`src/rtl/sdram_port_arbiter.sv`:
```
// sdram_port_arbiter: round-robin arbiter sharing one sdram_controller port.
// Optional watchdog abort is compiled in with `define SDRAM_ARB_WDOG_EN.
//
// Ports (all synchronous to clk = sdram_clock, res is active-high sync):
//   c_req/c_wr/c_addr/c_wdata/c_burst  packed per-client command inputs
//   c_ack/c_err                        one-cycle completion / abort pulses
//   c_grant                            one-hot owner, 0 when idle
//   c_rdata                            read data, valid with c_ack
//   m_req/m_wr/m_addr_in/m_data_in/m_burst  registered command to controller
//   m_ack/m_data_out                   completion + read data from controller
module sdram_port_arbiter #(
   parameter int NUM_CLIENTS = 4,
   parameter int ADDR_W      = 24,
   parameter int DATA_W      = 16,
   parameter int BURST_W     = 9,
   parameter int TIMEOUT_CYC = 4096
) (
   input  logic                           clk,
   input  logic                           res,
   input  logic [NUM_CLIENTS-1:0]         c_req,
   input  logic [NUM_CLIENTS-1:0]         c_wr,
   input  logic [NUM_CLIENTS*ADDR_W-1:0]  c_addr,
   input  logic [NUM_CLIENTS*DATA_W-1:0]  c_wdata,
   input  logic [NUM_CLIENTS*BURST_W-1:0] c_burst,
   output logic [NUM_CLIENTS-1:0]         c_ack,
   output logic [NUM_CLIENTS-1:0]         c_err,
   output logic [NUM_CLIENTS-1:0]         c_grant,
   output logic [DATA_W-1:0]              c_rdata,
   output logic [ADDR_W-1:0]              m_addr_in,
   output logic [DATA_W-1:0]              m_data_in,
   output logic [BURST_W-1:0]             m_burst,
   output logic                           m_req,
   output logic                           m_wr,
   input  logic                           m_ack,
   input  logic [DATA_W-1:0]              m_data_out
);

   localparam int IDX_W = $clog2(NUM_CLIENTS);
   localparam logic [IDX_W-1:0] RR_INIT = IDX_W'(NUM_CLIENTS - 1);

   if (NUM_CLIENTS < 2 || NUM_CLIENTS > 8 || TIMEOUT_CYC < 2) begin : g_param_check
      $error("sdram_port_arbiter: parameter out of range");
   end

   typedef enum logic [1:0] {
      S_IDLE,
      S_ISSUE,
      S_RELEASE
   } state_t;

   state_t                 state_q, state_n;
   logic [IDX_W-1:0]       rr_q, rr_n;
   logic [IDX_W-1:0]       win_q, win_n;

   logic                   m_req_n, m_wr_n;
   logic [ADDR_W-1:0]      m_addr_n;
   logic [DATA_W-1:0]      m_data_n;
   logic [BURST_W-1:0]     m_burst_n;
   logic [NUM_CLIENTS-1:0] c_ack_n, c_grant_n;
   logic [DATA_W-1:0]      c_rdata_n;

   // Round-robin scan: first requester strictly after rr, wrapping.
   logic                   found;
   logic [IDX_W-1:0]       win;
   logic [IDX_W:0]         sum;
   logic [IDX_W-1:0]       idx;

   always_comb begin
      found = 1'b0;
      win   = rr_q;
      sum   = '0;
      idx   = '0;
      for (int k = 1; k <= NUM_CLIENTS; k++) begin
         sum = {1'b0, rr_q} + (IDX_W+1)'(k);
         if (sum >= (IDX_W+1)'(NUM_CLIENTS))
            sum = sum - (IDX_W+1)'(NUM_CLIENTS);
         idx = sum[IDX_W-1:0];
         if (!found && c_req[idx]) begin
            found = 1'b1;
            win   = idx;
         end
      end
   end

`ifdef SDRAM_ARB_WDOG_EN
   localparam int CNT_W = $clog2(TIMEOUT_CYC + 1);
   logic [CNT_W-1:0]       cnt_q, cnt_n;
   logic [NUM_CLIENTS-1:0] c_err_n;
`endif

   always_comb begin
      state_n   = state_q;
      rr_n      = rr_q;
      win_n     = win_q;
      m_req_n   = m_req;
      m_wr_n    = m_wr;
      m_addr_n  = m_addr_in;
      m_data_n  = m_data_in;
      m_burst_n = m_burst;
      c_ack_n   = '0;
      c_grant_n = c_grant;
      c_rdata_n = c_rdata;
`ifdef SDRAM_ARB_WDOG_EN
      cnt_n     = cnt_q;
      c_err_n   = '0;
`endif
      case (state_q)
         S_IDLE: begin
            if (found) begin
               state_n   = S_ISSUE;
               rr_n      = win;
               win_n     = win;
               m_req_n   = 1'b1;
               m_wr_n    = c_wr[win];
               m_addr_n  = c_addr[win*ADDR_W +: ADDR_W];
               m_data_n  = c_wdata[win*DATA_W +: DATA_W];
               m_burst_n = c_burst[win*BURST_W +: BURST_W];
               c_grant_n = NUM_CLIENTS'(1) << win;
`ifdef SDRAM_ARB_WDOG_EN
               cnt_n     = '0;
`endif
            end
         end
         S_ISSUE: begin
            // m_ack takes priority over a same-cycle watchdog expiry.
            if (m_ack) begin
               state_n   = S_RELEASE;
               m_req_n   = 1'b0;
               c_ack_n   = NUM_CLIENTS'(1) << win_q;
               c_rdata_n = m_data_out;
            end
`ifdef SDRAM_ARB_WDOG_EN
            else if (cnt_q == CNT_W'(TIMEOUT_CYC - 1)) begin
               state_n = S_RELEASE;
               m_req_n = 1'b0;
               c_err_n = NUM_CLIENTS'(1) << win_q;
            end else begin
               cnt_n = cnt_q + CNT_W'(1);
            end
`endif
         end
         S_RELEASE: begin
            // Gap cycle lets the client drop c_req before re-arbitration.
            state_n   = S_IDLE;
            c_grant_n = '0;
         end
         default: state_n = S_IDLE;
      endcase
   end

   always_ff @(posedge clk) begin
      if (res) begin
         state_q   <= S_IDLE;
         rr_q      <= RR_INIT;
         win_q     <= '0;
         m_req     <= 1'b0;
         m_wr      <= 1'b0;
         m_addr_in <= '0;
         m_data_in <= '0;
         m_burst   <= '0;
         c_ack     <= '0;
         c_grant   <= '0;
         c_rdata   <= '0;
      end else begin
         state_q   <= state_n;
         rr_q      <= rr_n;
         win_q     <= win_n;
         m_req     <= m_req_n;
         m_wr      <= m_wr_n;
         m_addr_in <= m_addr_n;
         m_data_in <= m_data_n;
         m_burst   <= m_burst_n;
         c_ack     <= c_ack_n;
         c_grant   <= c_grant_n;
         c_rdata   <= c_rdata_n;
      end
   end

`ifdef SDRAM_ARB_WDOG_EN
   always_ff @(posedge clk) begin
      if (res) begin
         cnt_q <= '0;
         c_err <= '0;
      end else begin
         cnt_q <= cnt_n;
         c_err <= c_err_n;
      end
   end
`else
   assign c_err = '0;
`endif

endmodule

```
`config.mk`:
```
export PLATFORM = sky130hd
export DESIGN_NAME = sdram_port_arbiter
export DESIGN_NICKNAME = d
export VERILOG_FILES = /design/src/rtl/sdram_port_arbiter.sv
export SDC_FILE = /design/constraint.sdc
export NUM_CORES = 1
export LEC_CHECK = 0
export ABC_AREA = 1
export BUFFER_PORTS_ARGS = -buffer_cell sky130_fd_sc_hd__buf_4
export CAP_MARGIN = 20
export CORE_AREA = 3 3 116 118
export DETAILED_ROUTE_END_ITERATION = 7
export DIE_AREA = 0 0 119 121
export PLACE_DENSITY = 0.79
export SYNTH_ARGS = -nofsm -noshare
export SYNTH_HDL_FRONTEND = slang
export SYNTH_SLANG_ARGS = --single-unit
```
`constraint.sdc`:
```
create_clock -name clk -period 3.1 [get_ports clk]
set_input_delay 0.155 -clock clk [delete_from_list [all_inputs] [get_ports clk]]
set_output_delay 0.155 -clock clk [all_outputs]
set_load 0.1 [all_outputs]
```
==> impl_metrics.json <==
{
  "maxSlewViolCount": 0,
  "clock.fmax_mhz": 383.7,
  "root_buffer": "clkbuf_16",
  "worstSetupPathType": "register to register",
  "initial_utilization_pct": 41.64,
  "yosysUniqueCellTypes": 22,
  "timing.final.crit_share_pct": 84.08,
  "core_region_area_sq_mm": 0.01257,
  "port-buffer-count": 297,
  "clk_path_buf_depth": 2,
  "endpoint_kind": "register",
  "leakagePower_nw": 4.252,
  "antenna_left": 0,
  "grt_max_degree": 78,
  "reg2reg_depth": 14,
  "worst_path_largest_cell_delay_ns": 0.56,
  "drc": 0,
  "placed_cell_area_sq_mm": 0.007440,
  "finalClockSkew_ns": 0.01046,
  "arrival_ns": 2.78,
  "run_status": "completed",
  "nFillCells": 1228,
  "chipHeight_um": 121,
  "final_hold_viol_count": 0,
  "clock-sinks": 81,
  "tightest_slew_ns": 0.8840,
  "numCtsBuffers": 9,
  "die-area_sq_mm": 0.01440,
  "n_antenna_cell": 0,
  "required_ns": 3.28,
  "layout_commonest_cell": "nand2_1",
  "path_depth": 14,
  "r2r_setup_slack_ns": 0.49,
  "gp_congestion": 0.8614,
  "crit_end": "m_burst[3]",
  "cts_setup_buffers": 0,
  "cts_max_level": 3,
  "cts_tree": "built",
  "drt_wl_total_um": 20010,
  "r2r-end": "m_burst[3]",
  "maxSlewHeadroom_pct": 41.07,
  "hp-class": "input port to register",
  "vias_per_cell": 5.036,
  "grt_antenna_before_repair": 0,
  "clk_latency_ns": 0.34,
  "synth.ff_latch_count": 81,
  "grt_usage_pct": 26.43,
  "whs_ns": 0.08826,
  "die_w_um": 119,
  "slowest_stage": "dfxtp_1",
  "cp_top_family": "simple AND/OR/NAND/NOR gates",
  "yosysSeqAreaShare_pct": 30.98,
  "finalSetupViolCount": 0,
  "syn_area_sq_mm": 0.005234,
  "syn_avg_cell_area_sq_um": 5.835,
  "rsz0062_at_grt": "false",
  "clk_pin_slew_worst_paths_ns": 0.08,
  "yosysWarnings": 0,
  "drt_first_iter_violations": 573,
  "path_buf_inv": 4,
  "startpoint": "rr_q[0]",
  "wl_per_cell_um": 15.07,
  "design_area_sq_mm": 0.007746,
  "path_cells": "inv_4 -> nand2_1 -> nand2_1 -> nand2_1 -> nand2_2 -> inv_2 -> nand3_1 -> inv_1 -> nand2_1 -> nand2_2 -> buf_4 -> nand3_1 -> nand3_1 -> a21oi_1",
  "postCtsResizedCells": 0,
  "crit_top_cell": "nand2_1",
  "grt_pass1_vias": 6179,
  "dr.pass1.iters": 5,
  "fin_nets": 1374,
  "fin_tns_setup_ns": 0,
  "grt_pass1_wl_um": 30960,
  "grt_overflow_total": 0,
  "ir_worst_vdd_mv": 0.8008,
  "timing.rr.start": "rr_q[0]",
  "critPathMaxFanout": 30,
  "start_kind": "register",
  "vias": 6688,
  "dpl.hpwl_um": 13890,
  "layout-drive-gt1-share_pct": 29.67,
  "cts_hold_buf": 0,
  "layout_common_cells": "311 x nand2_1, 306 x buf_4, 223 x nand3_1",
  "num_io_pins": 302,
  "min_period_ns": 2.606,
  "placementRows": 41,
  "synth_cells": 897,
  "cap_violations": 0,
  "power_density_mw_per_mm2": 1268,
  "area_growth_pct": 48.00
}
[registers in the layout, summed over array words and instances (netlist names)]
register / flops
m_addr_in: 24
c_rdata: 16
m_data_in: 16
m_burst: 9
c_ack: 4
c_grant: 4
rr_q: 2
state_q: 2
win_q: 2
m_req: 1
m_wr: 1
[synthesized netlist by cell type (all sizes together)]
cell    instances  area (sq um)
o21ai           2         10.00
o21bai          1         7.510
inv           109         411.7
nand3         226          1141
a211oi          1         7.510
nor2           11         43.80
a21oi          74         370.4
dfxtp          81          1622
clkbuf         23         86.33
buf            46         296.5
clkinv          1         3.750
conb            1         3.750
nand2         321          1230
[per-layer routing]
metal / wire (um) / global-route usage (%) / vias up
met4: 619 / 8.110 / 0
met3: 1383 / 5.594 / 42
li1: - / - / 3338
met5: 0 / 0 / -
met2: 9760 / 46.98 / 291
met1: 8246 / 31.91 / 3017
[power by group]
group | switching, W | internal, W | total, W
clock | 0.000505 | 0.000576 | 0.00108
combinational | 0.00527 | 0.00197 | 0.00725
sequential | 0.000158 | 0.00134 | 0.00150
total | 0.00593 | 0.00389 | 0.00982
[metrics by stage]
step,setup slack [ns],utilization (%),power (W),cells
after global routing,0.1796,61.63,0.01057,1328
after floorplan,1.410,-,0.007182,900
after global placement,0.6148,59.19,0.008664,1312
after detailed placement,0.5229,59.19,0.008739,1312
after CTS,0.5045,61.63,0.009837,1328
final,0.4936,61.63,0.009821,1328
[cell type report]
class                      instances  area, sq um  share of cell area [%]
sequential                        81         1622                   20.93
inverter                         110        415.4                   5.363
tap                              172        215.2                   2.778
clock buffer                       9        225.2                   2.907
timing repair buffer             309         2357                   30.43
multi-input combinational        640         2830                   36.54
clock inverter                     7        81.33                   1.050
[cell families (layout without fill, tap and decap cells)]
kind of cell / after synthesis / count (layout) / share of synthesized area [%]
AO/OA/AOI/OAI: 78 / 78 / 7.554
buffers and inverters: 179 / 435 / 15.25
flip-flops: 81 / 81 / 30.98
other: 1 / 4 / 0.07165
AND/OR/NAND/NOR: 558 / 558 / 46.14
[worst register-to-register path, stage by stage (launching register included)]
cell,delay [ns]
dfxtp_1,0.56
inv_4,0.11
nand2_1,0.09
nand2_1,0.08
nand2_1,0.10
nand2_2,0.08
inv_2,0.09
nand3_1,0.11
inv_1,0.09
nand2_1,0.06
nand2_2,0.34
buf_4,0.44
nand3_1,0.15
nand3_1,0.09
a21oi_1,0.06
[how the worst min path moves through the flow]
stage | slack, ns | depth (start not counted) | startpoint | endpoint
5_1_grt | 0.08 | 3 | m_data_out[10] | c_rdata[10]
2_1_floorplan | 0.32 | 2 | m_data_out[0] | c_rdata[0]
3_5_place_dp | 0.42 | 1 | win_q[0] | c_ack[2]
3_3_place_gp | 0.42 | 1 | win_q[0] | c_ack[0]
6_report | 0.09 | 3 | m_data_out[7] | c_rdata[7]
4_1_cts | 0.08 | 3 | m_data_out[10] | c_rdata[10]
Note: power is estimated with default switching activity, not from simulation.
